--- src/rtl/keyword_debouncer_pkg.sv ---
// Shared constants and FSM state type for the keyword debouncer.
package keyword_debouncer_pkg;

  localparam int KD_KEYWORD_WIDTH          = 4;
  localparam int KD_SILENCE_CODE           = 0;
  localparam int KD_DEFAULT_CONFIRM_COUNT  = 3;
  localparam int KD_DEFAULT_HOLDOFF_FRAMES = 4;
  localparam int KD_DEFAULT_DROP_WIDTH     = 8;

  typedef enum logic [1:0] {
    ST_IDLE     = 2'd0,
    ST_COUNTING = 2'd1,
    ST_HOLDOFF  = 2'd2
  } kd_state_e;

endpackage

--- src/rtl/keyword_output_reg.sv ---
// One-entry valid/ready holding register for confirmed keywords. A load that
// arrives while the entry is full and not being drained is discarded and
// counted in a saturating drop counter.
module keyword_output_reg #(
  parameter int KEYWORD_WIDTH = 4,
  parameter int DROP_WIDTH    = 8
) (
  input  logic                     clk,
  input  logic                     rst,
  input  logic                     load,
  input  logic [KEYWORD_WIDTH-1:0] load_keyword,
  input  logic                     det_ready,
  output logic                     det_valid,
  output logic [KEYWORD_WIDTH-1:0] det_keyword,
  output logic [DROP_WIDTH-1:0]    drop_count
);

  logic handoff;
  logic can_load;

  assign handoff  = det_valid && det_ready;
  // A draining entry frees its slot on the same edge, so a load then is not a drop.
  assign can_load = !det_valid || det_ready;

  // Entry register: load on fire when there is room, clear on handoff.
  always_ff @(posedge clk or negedge rst) begin
    if (!rst) begin
      det_valid   <= 1'b0;
      det_keyword <= '0;
    end else if (load && can_load) begin
      det_valid   <= 1'b1;
      det_keyword <= load_keyword;
    end else if (handoff) begin
      det_valid   <= 1'b0;
    end
  end

  // Saturating count of detections lost to backpressure.
  always_ff @(posedge clk or negedge rst) begin
    if (!rst) begin
      drop_count <= '0;
    end else if (load && !can_load && (drop_count != {DROP_WIDTH{1'b1}})) begin
      drop_count <= drop_count + DROP_WIDTH'(1);
    end
  end

endmodule

--- src/rtl/keyword_debouncer.sv ---
// Keyword debouncer: confirms a keyword after CONFIRM_COUNT consecutive
// identical non-silence frames, then ignores HOLDOFF_FRAMES accepted frames.
//
//   state       | meaning
//   ------------+-----------------------------------------------------------
//   ST_IDLE     | no run in progress; next non-silence frame starts a run
//   ST_COUNTING | run of last_kw in progress, run_cnt frames long
//   ST_HOLDOFF  | refractory period after a detection; hold_cnt frames left
module keyword_debouncer
  import keyword_debouncer_pkg::*;
#(
  parameter int KEYWORD_WIDTH  = KD_KEYWORD_WIDTH,
  parameter int SILENCE_CODE   = KD_SILENCE_CODE,
  parameter int CONFIRM_COUNT  = KD_DEFAULT_CONFIRM_COUNT,
  parameter int HOLDOFF_FRAMES = KD_DEFAULT_HOLDOFF_FRAMES,
  parameter int DROP_WIDTH     = KD_DEFAULT_DROP_WIDTH
) (
  input  logic                     clk,
  input  logic                     rst,
  input  logic                     kw_valid,
  output logic                     kw_ready,
  input  logic [KEYWORD_WIDTH-1:0] kw_in,
  output logic                     det_valid,
  input  logic                     det_ready,
  output logic [KEYWORD_WIDTH-1:0] det_keyword,
  output logic [DROP_WIDTH-1:0]    drop_count
);

  localparam int RUN_W  = $clog2(CONFIRM_COUNT + 1);
  // A zero holdoff still needs a one-bit counter so the declaration stays legal.
  localparam int HOLD_W = (HOLDOFF_FRAMES > 0) ? $clog2(HOLDOFF_FRAMES + 1) : 1;

  localparam logic [RUN_W-1:0]         CONFIRM_VAL = RUN_W'(CONFIRM_COUNT);
  localparam logic [HOLD_W-1:0]        HOLD_VAL    = HOLD_W'(HOLDOFF_FRAMES);
  localparam logic [KEYWORD_WIDTH-1:0] SILENCE_VAL = KEYWORD_WIDTH'(SILENCE_CODE);

  kd_state_e                state_q,   state_n;
  logic [RUN_W-1:0]         run_cnt_q, run_cnt_n;
  logic [KEYWORD_WIDTH-1:0] last_kw_q, last_kw_n;
  logic [HOLD_W-1:0]        hold_cnt_q, hold_cnt_n;
  logic [RUN_W-1:0]         run_upd;
  logic                     accept;
  logic                     fire;

  // The block never stalls upstream; ready simply tracks reset release.
  assign kw_ready = rst;
  assign accept   = kw_valid && kw_ready;

  // FSM and counter registers.
  always_ff @(posedge clk or negedge rst) begin
    if (!rst) begin
      state_q    <= ST_IDLE;
      run_cnt_q  <= '0;
      last_kw_q  <= '0;
      hold_cnt_q <= '0;
    end else begin
      state_q    <= state_n;
      run_cnt_q  <= run_cnt_n;
      last_kw_q  <= last_kw_n;
      hold_cnt_q <= hold_cnt_n;
    end
  end

  // Next-state logic; everything advances only on accepted frames.
  always_comb begin
    state_n    = state_q;
    run_cnt_n  = run_cnt_q;
    last_kw_n  = last_kw_q;
    hold_cnt_n = hold_cnt_q;
    run_upd    = run_cnt_q;
    fire       = 1'b0;

    if (accept) begin
      unique case (state_q)
        ST_IDLE, ST_COUNTING: begin
          if (kw_in == SILENCE_VAL) begin
            run_cnt_n = '0;
            state_n   = ST_IDLE;
          end else begin
            if ((state_q == ST_COUNTING) && (kw_in == last_kw_q)) begin
              run_upd = run_cnt_q + RUN_W'(1);
            end else begin
              last_kw_n = kw_in;
              run_upd   = RUN_W'(1);
            end
            state_n   = ST_COUNTING;
            run_cnt_n = run_upd;
            if (run_upd == CONFIRM_VAL) begin
              fire       = 1'b1;
              run_cnt_n  = '0;
              hold_cnt_n = HOLD_VAL;
              state_n    = (HOLDOFF_FRAMES > 0) ? ST_HOLDOFF : ST_IDLE;
            end
          end
        end
        ST_HOLDOFF: begin
          if (hold_cnt_q != '0) begin
            hold_cnt_n = hold_cnt_q - HOLD_W'(1);
          end
          if (hold_cnt_q <= HOLD_W'(1)) begin
            state_n = ST_IDLE;
          end
        end
        default: begin
          state_n   = ST_IDLE;
          run_cnt_n = '0;
        end
      endcase
    end
  end

  // The firing frame's keyword is the confirmed keyword.
  keyword_output_reg #(
    .KEYWORD_WIDTH (KEYWORD_WIDTH),
    .DROP_WIDTH    (DROP_WIDTH)
  ) u_output_reg (
    .clk          (clk),
    .rst          (rst),
    .load         (fire),
    .load_keyword (kw_in),
    .det_ready    (det_ready),
    .det_valid    (det_valid),
    .det_keyword  (det_keyword),
    .drop_count   (drop_count)
  );

endmodule

--- config.mk ---
export PLATFORM = sky130hd
export DESIGN_NAME = keyword_debouncer
export DESIGN_NICKNAME = d
export VERILOG_FILES = /design/src/rtl/keyword_debouncer_pkg.sv /design/src/rtl/keyword_output_reg.sv /design/src/rtl/keyword_debouncer.sv
export SDC_FILE = /design/constraint.sdc
export NUM_CORES = 1
export LEC_CHECK = 0
export CAP_MARGIN = 20
export CORE_UTILIZATION = 55
export CTS_CLUSTER_DIAMETER = 30
export DETAILED_ROUTE_END_ITERATION = 16
export DONT_BUFFER_PORTS = 1
export GPL_ROUTABILITY_DRIVEN = 0
export GPL_TIMING_DRIVEN = 0
export HOLD_SLACK_MARGIN = 0.1
export PLACE_DENSITY = 0.7
export SLEW_MARGIN = 30
export SYNTH_ARGS = -nofsm -noshare
export SYNTH_HDL_FRONTEND = slang
export SYNTH_SLANG_ARGS = --single-unit
--- constraint.sdc ---
create_clock -name clk -period 5.1 [get_ports clk]
set_clock_uncertainty 0.1 [all_clocks]
set_input_delay 1.02 -clock clk [delete_from_list [all_inputs] [get_ports clk]]
set_output_delay 1.02 -clock clk [all_outputs]
set_load 0.1 [all_outputs]
======== Word-level counts from Yosys, hierarchy flattened ========
Cells that the tools add are included.
storage, ports and cells
  flip-flop bits (word level) ............. 24
  input port bits ......................... 8
  output and inout port bits .............. 14
  word-level logic and storage cells ...... 63
cells by class
  $add $sub $neg .......................... 3
  magnitude comparators ................... 1
  eq/ne operators ......................... 9
  muxes and demuxes ....................... 21
  bitwise gates (word level) .............. 3
  reductions and logical operators ........ 19
operator list
  cell                                                                   count
  2-bit two-way mux                                                      9
  3-bit two-way mux                                                      3
  8-bit by 1-bit adder with 8-bit output, second input constant          1
  2-bit inequality test, second input constant                           4
  8-bit inequality test, second input constant                           1
  2-bit case mux with 2 select lines                                     2
  1-bit logical AND                                                      6
  1-bit two-way mux                                                      6
  3-bit case mux with 2 select lines                                     1
  5-bit AND reduction                                                    1
  2-bit == test, second input constant                                   2
  4-bit == test                                                          1
  4-bit logical NOT                                                      1
  2-bit AND reduction                                                    2
  4-bit AND reduction                                                    1
  2-bit nonzero test                                                     2
  3-bit by 1-bit <= comparator with 1-bit output, second input constant  1
  1-bit NOT                                                              3
  3-bit nonzero test                                                     1
  3-bit by 1-bit subtractor with 3-bit output, second input constant     1
  2-bit by 1-bit adder with 2-bit output, second input constant          1
  2-bit by 1-bit == test with 1-bit output, second input constant        1
  1-bit logical NOT                                                      2
  2-bit logical NOT                                                      1
  other kinds (2)                                                        2

======== Logic depth before layout (Yosys ltp) ========
  depth after elaboration ................. 13
  mapped depth ............................ 6
  mapped depth without buffers ............ 6

======== Cells and area by module ========
From an unflattened synthesis, not the netlist that was laid out.
unflattened totals
  cell total of the unflattened synthesis .. 105
  area total of the unflattened synthesis .. 1203.7 um^2
modules (own cells, without submodules)
  module              times used  cells an instance  area an instance (um^2)  sequential area each (um^2)
  keyword_debouncer   1           60                 628.1                    275.3
  keyword_output_reg  1           45                 575.6                    325.3

======== Least setup slack after synthesis ========
Ideal clock, no wire load.
  kind .................................... input to output
  start point ............................. in rst
  end point ............................... out kw_ready
  arrival time ............................ 1.283 ns
  required time ........................... 3.980 ns
  slack ................................... 2.697 ns
  stages on the path ...................... 1
  path buffers ............................ 1
  path through ............................ buf_4
RTL lines
  element             line                     RTL
  start: declaration  keyword_debouncer.sv:19  input logic rst,
  end: declaration    keyword_debouncer.sv:21  output logic kw_ready,
No word-level cell between the ends.

======== Worst setup path in the final report ========
  start point ............................. reg u_output_reg.drop_count[3]
  end point ............................... out drop_count[3]
RTL lines
  element                   line                      RTL
  start: declaration        keyword_output_reg.sv:15  output logic [DROP_WIDTH-1:0] drop_count
  start signal: assignment  keyword_output_reg.sv:43  drop_count <= drop_count + DROP_WIDTH'(1);
  end: declaration          keyword_debouncer.sv:26   output logic [DROP_WIDTH-1:0] drop_count
No word-level cell between the ends.

==> results.sh <==
export IMPL_synth_seq_cells=24
export IMPL_hpwl_mm=1.490
export IMPL_netlist_area_sq_um=1205
export IMPL_hold_violations=0
export IMPL_p_int_w=0.0002440
export IMPL_ys_flop_type="dfrtp_1"
export IMPL_die_h_um=48.81
export IMPL_die_x_um=48.81
export IMPL_dr_total_vias=776
export IMPL_power_density_nw_per_um2=260.2
export IMPL_post_route_min_period_ns=2.451
export IMPL_grt_ovfl_total=0
export IMPL_cts_made_buffers=3
export IMPL_pwr_share_clk_pct=24.0
export IMPL_grt_busiest_layer="met2"
export IMPL_antenna_found_initial=0
export IMPL_layout_common_cells="23 x dfrtp_1, 13 x nand2_1, 9 x xor2_1"
export IMPL_cts_setup_buffers=0
export IMPL_routed_wl_mm=1.964
export IMPL_worstPathArrival_ns=1.33
export IMPL_finalSetupTns_ns=0
export IMPL_yosysWarnings=0
export IMPL_max_clock_path_buffers=2
export IMPL_cts_tree="built"
export IMPL_grtUsageTotal_pct=19.81
export IMPL_mostFrequentLayoutCell="dfrtp_1"
export IMPL_grt_pass1_wl_mm=3.574
export IMPL_gr_usage_met2_pct=34.03
export IMPL_cp_max_fo=6
export IMPL_drv_slew=0
export IMPL_antennaDiodeCount=0
export IMPL_irDropWorstVdd_v=0.0001656
export IMPL_max_cap_viol_count=0
export IMPL_wl_per_cell_um=14.23
export IMPL_clockRootBuffer="clkbuf_4"
export IMPL_syn_inst=108
export IMPL_p_seq_share_pct=63.8
export IMPL_grt_max_degree=27
export IMPL_hold_worst_slack_ns=0.2926
export IMPL_synth_nets=120
export IMPL_fillCellCount=168
export IMPL_core_sq_um=2002
export IMPL_placed_area_sq_um=1239
export IMPL_boundaryPins=22
export IMPL_synthToLayoutAreaGrowth_pct=4.777
export IMPL_rsz0062_at_grt="false"
export IMPL_switching_share_pct=25.72
export IMPL_syn_area_per_cell_sq_um=11.16
export IMPL_status="complete, no violations"
export IMPL_rows=16
export IMPL_hold_path_class="primary input to async pin"
export IMPL_ctsResizeCount=0
export IMPL_cts_hold_buf=0
export IMPL_final_util_pct=63.06
export IMPL_yosysSeqAreaShare_pct=49.84
export IMPL_drcViolationCount=0
export IMPL_num_nets_final=125
export IMPL_drt_iter0_drc=2
export IMPL_port_buffers=0
export IMPL_synth_edf_count=0
export IMPL_timing_slew_headroom_pct=32.91
export IMPL_dr_pass1_iters=4
export IMPL_avgViaCountPerCell=5.623
export IMPL_cts_reportedPaths_clkPinSlew_ns=0.12
export IMPL_synth_async_reset_ratio_pct=100.0
export IMPL_p_sw_w=0.00008449
export IMPL_finalSetupViolations=0
export IMPL_critPathCaptureType="output pin"
export IMPL_final_antenna_net_count=0
export IMPL_crit_required_ns=3.98
export IMPL_grt_pass1_vias=810
export IMPL_use_met3_pct=4.361
export IMPL_drive_above_1_share_pct=16.22
export IMPL_fin_area_sq_um=1262
export IMPL_use_met1_pct=24.38
export IMPL_dieArea_sq_um=2382
export IMPL_clock_latency_ns=0.30
export IMPL_start_util_pct=60.19
export IMPL_synth_distinct_cells=26
export IMPL_finalPower_w=0.0003285
export IMPL_numClockSinks=24
export IMPL_cp_start_kind="flip-flop"
export IMPL_combPwrFrac_pct=12.3
export IMPL_fmax_ghz=0.4080
export IMPL_critPathKind="flip-flop to output pin"
export IMPL_h_tree_depth=1
export IMPL_tightest_slew_ns=1.006
export IMPL_leakage_nw=0.6050
export IMPL_post_route_period_util_pct=48.06
[cell families (layout without fill, tap and decap cells)]
| group | count (synthesis) | in the layout | synth area share (%) |
|---|---|---|---|
| AND/OR/NAND/NOR | 40 | 40 | 20.25 |
| flip-flops | 24 | 24 | 49.84 |
| XOR/XNOR | 12 | 12 | 8.724 |
| AO/OA/AOI/OAI | 11 | 11 | 5.815 |
| multiplexers | 9 | 9 | 8.411 |
| buffers and inverters | 8 | 11 | 2.804 |
| adder cells (fa/ha/maj) | 4 | 4 | 4.154 |
[layer usage]
| layer | up-vias | routed length, um |
|---|---|---|
| met1 | 382 | 886 |
| met5 | - | 0 |
| met3 | 2 | 62 |
| met2 | 10 | 999 |
| met4 | 0 | 14 |
| li1 | 382 | - |
[sequential cells by signal, summed over array words and instances, names as in the netlist]
register / count
hold_cnt_q: 3
last_kw_q: 4
run_cnt_q: 2
state_q: 2
u_output_reg.det_keyword: 4
u_output_reg.det_valid: 1
u_output_reg.drop_count: 8
[power groups by stage]
stage          Clock [W]  Sequential (W)  Combinational (W)
2_1_floorplan          0        0.000211          0.0000346
3_3_place_gp           0        0.000213          0.0000377
3_5_place_dp           0        0.000213          0.0000406
4_1_cts        0.0000848        0.000210          0.0000408
5_1_grt        0.0000900        0.000211          0.0000453
6_report       0.0000787        0.000209          0.0000403
[area by class of cell]
| cell class | count | area [sq um] | share of cell area (%) |
|---|---|---|---|
| inverter | 7 | 26.28 | 2.081 |
| tap | 27 | 33.78 | 2.676 |
| sequential | 24 | 601.8 | 47.67 |
| clock buffer | 3 | 22.52 | 1.784 |
| multi-input combinational | 76 | 570.5 | 45.19 |
| buffer | 1 | 7.507 | 0.5946 |
[metrics by stage]
stage | setup slack [ns] | std cells
global placement | 2.590 | 135
finish | 2.649 | 138
global route | 2.571 | 138
floorplan | 2.697 | 108
detailed placement | 2.558 | 135
CTS | 2.621 | 138
[synth_stat cells, types with 3 or more instances]
master,n,share of area [%]
xor2_1,9,6.5
nor3_1,3,1.2
inv_1,7,2.2
nor2_1,6,1.9
dfrtp_1,24,50
nand2b_1,3,1.6
ha_1,4,4.2
nand3_1,6,2.5
nand2_1,13,4.1
mux2_2,8,7.5
xnor2_1,3,2.2
o21ai_0,6,2.5
[worst paths after layout]
path	to	slack [ns]	depth (start not counted)	startpoint
max in group asynchronous	u_output_reg.drop_count[2]$_DFFE_PN0P_	4.53	0	rst
min reg2reg	run_cnt_q[1]$_DFFE_PN0P_	0.43	1	run_cnt_q[1]$_DFFE_PN0P_
min in group clk	run_cnt_q[1]$_DFFE_PN0P_	0.43	1	run_cnt_q[1]$_DFFE_PN0P_
min	state_q[0]$_DFFE_PN0P_	0.29	0	rst
max	drop_count[3]	2.65	0	u_output_reg.drop_count[3]$_DFFE_PN0P_
max reg2reg	u_output_reg.drop_count[7]$_DFFE_PN0P_	2.74	5	u_output_reg.det_valid$_DFFE_PN0P_
Note: power is estimated with default switching activity, not from simulation.
